### src/rtl/hex_key_pkg.sv
// Shared types and constants for the hex_key_ctrl push-button digit controller.
package hex_key_pkg;

  typedef enum logic {
    ST_STEP = 1'b0,
    ST_RUN  = 1'b1
  } state_t;

  localparam int unsigned SEG_A = 0;
  localparam int unsigned SEG_B = 1;
  localparam int unsigned SEG_C = 2;
  localparam int unsigned SEG_D = 3;
  localparam int unsigned SEG_E = 4;
  localparam int unsigned SEG_F = 5;
  localparam int unsigned SEG_G = 6;

  // Active-low glyphs, bit order {g,f,e,d,c,b,a}
  localparam logic [6:0] SEG_TABLE [16] = '{
    7'b1000000, 7'b1111001, 7'b0100100, 7'b0110000,
    7'b0011001, 7'b0010010, 7'b0000010, 7'b1111000,
    7'b0000000, 7'b0010000, 7'b0001000, 7'b0000011,
    7'b1000110, 7'b0100001, 7'b0000110, 7'b0001110
  };

endpackage

### src/rtl/key_debounce.sv
// Raw active-low key -> 2-flop synchroniser -> debounced level and one-cycle press pulse.
module key_debounce
  import hex_key_pkg::*;
#(
  parameter int unsigned DEBOUNCE_CYCLES = 500000,
  parameter int unsigned CNT_W           = 25
) (
  input  logic clk,
  input  logic rst,
  input  logic key_raw,
  output logic key_level,
  output logic press
);

  localparam logic [CNT_W-1:0] STABLE = CNT_W'(DEBOUNCE_CYCLES);

  // sync[1] is the synchronised key, sync[2] its value one cycle earlier
  logic [2:0]       sync;
  logic [1:0]       vld;
  logic [CNT_W-1:0] run_cnt;
  logic [CNT_W-1:0] run_nxt;
  logic             armed;

  // run_cnt: consecutive cycles the synchronised key has held its value, saturating at STABLE
  always_comb begin
    run_nxt = run_cnt;
    if (!vld[1])
      run_nxt = '0;
    else if (sync[1] != sync[2])
      run_nxt = CNT_W'(1);
    else if (run_cnt != STABLE)
      run_nxt = run_cnt + CNT_W'(1);
  end

  // A press only counts once a settled release has been seen since reset,
  // so a key held through reset stays silent until released and pressed again.
  always_ff @(posedge clk or posedge rst) begin
    if (rst) begin
      sync      <= '1;
      vld       <= '0;
      run_cnt   <= '0;
      key_level <= 1'b1;
      armed     <= 1'b0;
      press     <= 1'b0;
    end else begin
      sync    <= {sync[1:0], key_raw};
      vld     <= {vld[0], 1'b1};
      run_cnt <= run_nxt;
      press   <= 1'b0;
      if (run_nxt == STABLE) begin
        if (sync[1] != key_level) begin
          key_level <= sync[1];
          press     <= armed & key_level;
        end else if (key_level) begin
          armed <= 1'b1;
        end
      end
    end
  end

endmodule

### src/rtl/hex_key_ctrl.sv
// STEP/RUN hex digit controller driven by three debounced keys.
// Optional auto-repeat in STEP when HEX_KEY_AUTOREPEAT_EN is defined.
module hex_key_ctrl
  import hex_key_pkg::*;
#(
  parameter int unsigned DEBOUNCE_CYCLES = 500000,
  parameter int unsigned RUN_PERIOD      = 25000000,
  parameter int unsigned CNT_W           = 25
) (
  input  logic       clk,
  input  logic       rst,
  input  logic       key0,
  input  logic       key1,
  input  logic       key2,
  output logic [3:0] digit,
  output logic       running,
  output logic       dir_up,
  output logic [6:0] HEX
);

  localparam logic [CNT_W-1:0] PER_LAST = CNT_W'(RUN_PERIOD - 1);

  logic [2:0]       lvl;
  logic [2:0]       prs;
  logic             lvl_unused;
  state_t           state;
  state_t           state_nxt;
  logic [3:0]       digit_nxt;
  logic             dir_nxt;
  logic [CNT_W-1:0] per_cnt;
  logic [CNT_W-1:0] per_nxt;
  logic             up_evt;
  logic             dn_evt;
  logic             rpt_step;
  logic             rpt_up;

  key_debounce #(.DEBOUNCE_CYCLES(DEBOUNCE_CYCLES), .CNT_W(CNT_W)) u_key0 (
    .clk(clk), .rst(rst), .key_raw(key0), .key_level(lvl[0]), .press(prs[0])
  );
  key_debounce #(.DEBOUNCE_CYCLES(DEBOUNCE_CYCLES), .CNT_W(CNT_W)) u_key1 (
    .clk(clk), .rst(rst), .key_raw(key1), .key_level(lvl[1]), .press(prs[1])
  );
  key_debounce #(.DEBOUNCE_CYCLES(DEBOUNCE_CYCLES), .CNT_W(CNT_W)) u_key2 (
    .clk(clk), .rst(rst), .key_raw(key2), .key_level(lvl[2]), .press(prs[2])
  );

  assign lvl_unused = ^lvl;

`ifdef HEX_KEY_AUTOREPEAT_EN
  localparam int unsigned      RPT_FAST   = (RUN_PERIOD / 4 == 0) ? 1 : RUN_PERIOD / 4;
  localparam logic [CNT_W-1:0] RPT_LAST   = CNT_W'(RUN_PERIOD - 1);
  localparam logic [CNT_W-1:0] RPT_RELOAD = CNT_W'(RUN_PERIOD - RPT_FAST);

  logic [CNT_W-1:0] rpt_cnt;
  logic             rpt_hold;

  // Exactly one of key0/key1 held in STEP; any press restarts the delay
  assign rpt_hold = (state == ST_STEP) && (lvl[0] ^ lvl[1]) && !(|prs);
  assign rpt_up   = !lvl[0];
  assign rpt_step = rpt_hold && (rpt_cnt == RPT_LAST);

  always_ff @(posedge clk or posedge rst) begin
    if (rst)
      rpt_cnt <= '0;
    else if (!rpt_hold)
      rpt_cnt <= '0;
    else if (rpt_step)
      rpt_cnt <= RPT_RELOAD;
    else
      rpt_cnt <= rpt_cnt + CNT_W'(1);
  end
`else
  assign rpt_step = 1'b0;
  assign rpt_up   = 1'b1;
`endif

  always_comb begin
    state_nxt = state;
    digit_nxt = digit;
    dir_nxt   = dir_up;
    per_nxt   = per_cnt;
    up_evt    = prs[0] & ~prs[1];
    dn_evt    = prs[1] & ~prs[0];
    unique case (state)
      ST_STEP: begin
        per_nxt = '0;
        if (prs[2])
          state_nxt = ST_RUN;
        else if (up_evt)
          digit_nxt = digit + 4'd1;
        else if (dn_evt)
          digit_nxt = digit - 4'd1;
        else if (rpt_step)
          digit_nxt = rpt_up ? digit + 4'd1 : digit - 4'd1;
      end
      ST_RUN: begin
        if (prs[2]) begin
          state_nxt = ST_STEP;
          per_nxt   = '0;
        end else begin
          // terminal step reads the current dir_up, so a same-cycle key press only affects later steps
          if (per_cnt == PER_LAST) begin
            per_nxt   = '0;
            digit_nxt = dir_up ? digit + 4'd1 : digit - 4'd1;
          end else begin
            per_nxt = per_cnt + CNT_W'(1);
          end
          if (up_evt)
            dir_nxt = 1'b1;
          else if (dn_evt)
            dir_nxt = 1'b0;
        end
      end
      default: state_nxt = ST_STEP;
    endcase
  end

  always_ff @(posedge clk or posedge rst) begin
    if (rst) begin
      state   <= ST_STEP;
      digit   <= '0;
      dir_up  <= 1'b1;
      per_cnt <= '0;
    end else begin
      state   <= state_nxt;
      digit   <= digit_nxt;
      dir_up  <= dir_nxt;
      per_cnt <= per_nxt;
    end
  end

  assign running = (state == ST_RUN);
  assign HEX     = SEG_TABLE[digit];

endmodule

### config.mk
export PLATFORM = sky130hd
export DESIGN_NAME = hex_key_ctrl
export DESIGN_NICKNAME = d
export VERILOG_FILES = /design/src/rtl/hex_key_pkg.sv /design/src/rtl/key_debounce.sv /design/src/rtl/hex_key_ctrl.sv
export SDC_FILE = /design/constraint.sdc
export NUM_CORES = 1
export LEC_CHECK = 0
export ABC_AREA = 1
export CAP_MARGIN = 0
export CORE_ASPECT_RATIO = 0.8
export CORE_MARGIN = 4
export CORE_UTILIZATION = 45
export DETAILED_ROUTE_END_ITERATION = 16
export HOLD_SLACK_MARGIN = 0.1
export PLACE_DENSITY_LB_ADDON = 0.1
export SKIP_CTS_REPAIR_TIMING = 1
export SLEW_MARGIN = 10
export SYNTH_ARGS = -nofsm -noshare
export SYNTH_HDL_FRONTEND = slang
export SYNTH_SLANG_ARGS = --single-unit
### constraint.sdc
create_clock -name clk -period 6.4 [get_ports clk]
set_input_delay 1.92 -clock clk [delete_from_list [all_inputs] [get_ports clk]]
set_output_delay 1.92 -clock clk [all_outputs]
set_load 0.01 [all_outputs]
==> reports/qor.csv <==
metric,value,unit
status,"complete, no violations",
design.core.area,0.01754,mm^2
root_buffer,clkbuf_16,
syn_inst,1214,
grt_max_degree,93,
final_net_count,1263,
min_period,4.210,ns
start_util,46.36,%
critical_path.top_delay_family,buffers and inverters,
clockBufferDepth,2,
cp_max_fo,10,
endpoint_kind,output pin,
synthTopCellsByCount,"nand2_1, nor2_1, inv_1, dfrtp_1, nand3_1",
startpoint_type,register,
synth.ff_latch_count,126,
cts.sinks,126,
crit_chain,clkinv_1 > nor2_1 > inv_1 > o221ai_1 > clkdlybuf4s50_1,
placed_cells,1448,
cp-endpoint,HEX[3],
port-buffer-count,17,
tightest_slew,0.8410,ns
finalMaxSlewViolations,0,
ys_types,44,
area_growth,11.99,%
yosys_warnings,0,
path_class,register to output pin,
synth_edf_count,0,
dp_hpwl,14.80,mm
power_frac_clock,51.0,%
clk_pin_slew,0.06,ns
fill_cells,1783,
crit_start,digit[2],
synth_nets,1235,
die_h,128.2,um
timing.rr.start,u_key0.vld[1],
rrSetupSlack,3.68,ns
dieArea,0.02030,mm^2
hold_path.class,register to register,
syn_area_per_cell,6.698,um^2
wl_per_cell,13.49,um
slowest_delay,0.57,ns
antenna_found_initial,0,
reg2reg_to,u_key2.key_level,
worstPathBufferInverterCount,3,
multi_input_area,0.004129,mm^2
crit_cells,5,
grt_pass1_wl,33.73,mm
finClkSkew,0.01146,ns
maxCapViolCount,0,
hold_violations,0,
vias_per_cell,5.072,
reg2regPathDepth,12,
clock.fmax,0.2375,GHz
firstDrtPassIters,5,
async_reset_ff_share,100.0,%
fin_crit_sh,65.79,%
cellPowerDensity,197.7,mW/mm^2
final.setup.worst_slack,2.190,ns
cts-buffers-inserted,17,
gp_congestion,0.9043,
io_pins,18,
max_slew_margin,43.94,%
swShare,24.03,%
final-setup-viol-count,0,
diodes,0,
combPwrFrac,3.8,%
rows,43,
seqPwrFrac,45.3,%
synth_seq_area_share,38.98,%
h-tree-depth,4,
drive_gt1_share,6.693,%
wl,19.96,mm
yosysMostFrequentCell,nand2_1,
overflow,0,
drt_iter0_markers,718,
synth_top_area_share,34.77,%
worst_path_max_delay_cell,clkdlybuf4s50_1,
grt_pass1_vias,6844,
cts_tree,done,
vias,7507,
die_w,158.3,um
clk_latency,0.42,ns
rsz0062_at_grt,false,
fin_tns_setup,0,ns
switching_power,0.4327,mW
peakVddDrop,0.1462,mV
internal_power,1.368,mW
final_cells,1480,
ant_nets,0,
required,4.48,ns
ys.flop_type,dfrtp_1,
grt_usage,20.69,%
pre_cts_ws,2.653,ns
syn_area,0.008132,mm^2
leakage,4.430,nW
seqCellArea,0.003169,mm^2
drc,0,
synthTopCellsByArea,"dfrtp_1, nand2_1, nor2_1, inv_1, nand3_1",
cp.arrival,2.29,ns
yosys.area.top_type,dfrtp_1,
[registers in the layout (all words and copies together) (netlist names)]
register	count
u_key2.press	1
u_key2.sync	3
u_key0.vld	1
per_cnt	25
digit	4
u_key1.press	1
u_key0.armed	1
u_key0.run_cnt	25
u_key1.armed	1
u_key1.key_level	1
u_key0.key_level	1
u_key0.press	1
u_key2.key_level	1
u_key1.sync	3
running	1
u_key2.run_cnt	25
u_key2.vld	1
u_key0.sync	3
u_key1.run_cnt	25
u_key2.armed	1
dir_up	1
[cell families (layout without fill, tap and decap cells)]
| logic type | Yosys count | count (layout) | share of synthesized area (%) |
|---|---|---|---|
| compound gates | 69 | 69 | 4.739 |
| buf+inv | 216 | 257 | 10.25 |
| mux | 1 | 1 | 0.1385 |
| other cells | 1 | 1 | 0.04612 |
| simple gates | 762 | 762 | 40.59 |
| xor+xnor | 23 | 23 | 2.800 |
| fa+ha+maj | 16 | 16 | 2.462 |
| flops | 126 | 126 | 38.98 |
[metrics by stage]
stage          cell area, um^2  hold WS (ns)  power (mW)  utilization (%)
2_1_floorplan             8132        0.3312      0.8772                -
3_3_place_gp              8547        0.3320      0.8976            48.73
3_5_place_dp              8547        0.3379      0.8978            48.73
4_1_cts                   9106        0.3516       1.824            51.92
5_1_grt                   9106        0.3619       1.877            51.92
6_report                  9106        0.3503       1.801            51.92
[power by group through the flow]
stage	clock [mW]	sequential [mW]	combinational [mW]
after global routing	0.983	0.816	0.0774
after CTS	0.940	0.815	0.0690
final	0.918	0.815	0.0675
after global placement	0	0.829	0.0682
after floorplan	0	0.826	0.0512
after detailed placement	0	0.829	0.0683
[cell type report]
class	instances	area share, %
Clock buffer	19	4.864
Clock inverter	13	1.278
Inverter	205	8.505
Multi-Input combinational cell	872	45.34
Sequential cell	126	34.80
Tap cell	225	3.092
Timing Repair Buffer	20	2.116
[per-layer routing]
metal	track usage (%)	wire length, um	up-vias
li1	-	-	3872
met1	32.06	10400	3403
met5	0	0	-
met4	5.767	267	0
met3	4.084	1230	18
met2	29.19	8054	214
[worst min-delay path by stage]
stage | slack, ns | start | endpoint | cells after the start
floorplan | 0.33 | u_key2.vld[0] | u_key0.vld[1] | 0
global placement | 0.33 | u_key2.vld[0] | u_key0.vld[1] | 0
detailed placement | 0.34 | u_key2.vld[0] | u_key0.vld[1] | 0
CTS | 0.35 | u_key2.vld[0] | u_key0.vld[1] | 0
global route | 0.36 | u_key0.sync[0] | u_key0.sync[1] | 0
finish | 0.35 | u_key2.vld[0] | u_key0.vld[1] | 0
[cell usage in the layout (no fill, tap or decap), types with 8 or more instances in the layout]
cell / count
inv_2: 8
nand3_1: 109
nor2_2: 8
a21oi_1: 22
inv_1: 194
nand3b_1: 13
nor2_1: 216
nor3_1: 13
dfstp_2: 13
clkbuf_16: 17
nand4_1: 44
xor2_1: 17
nand2_1: 336
clkdlybuf4s50_1: 17
dfrtp_1: 113
o21ai_0: 30
ha_1: 16
Power figures use the tool's default switching activity.
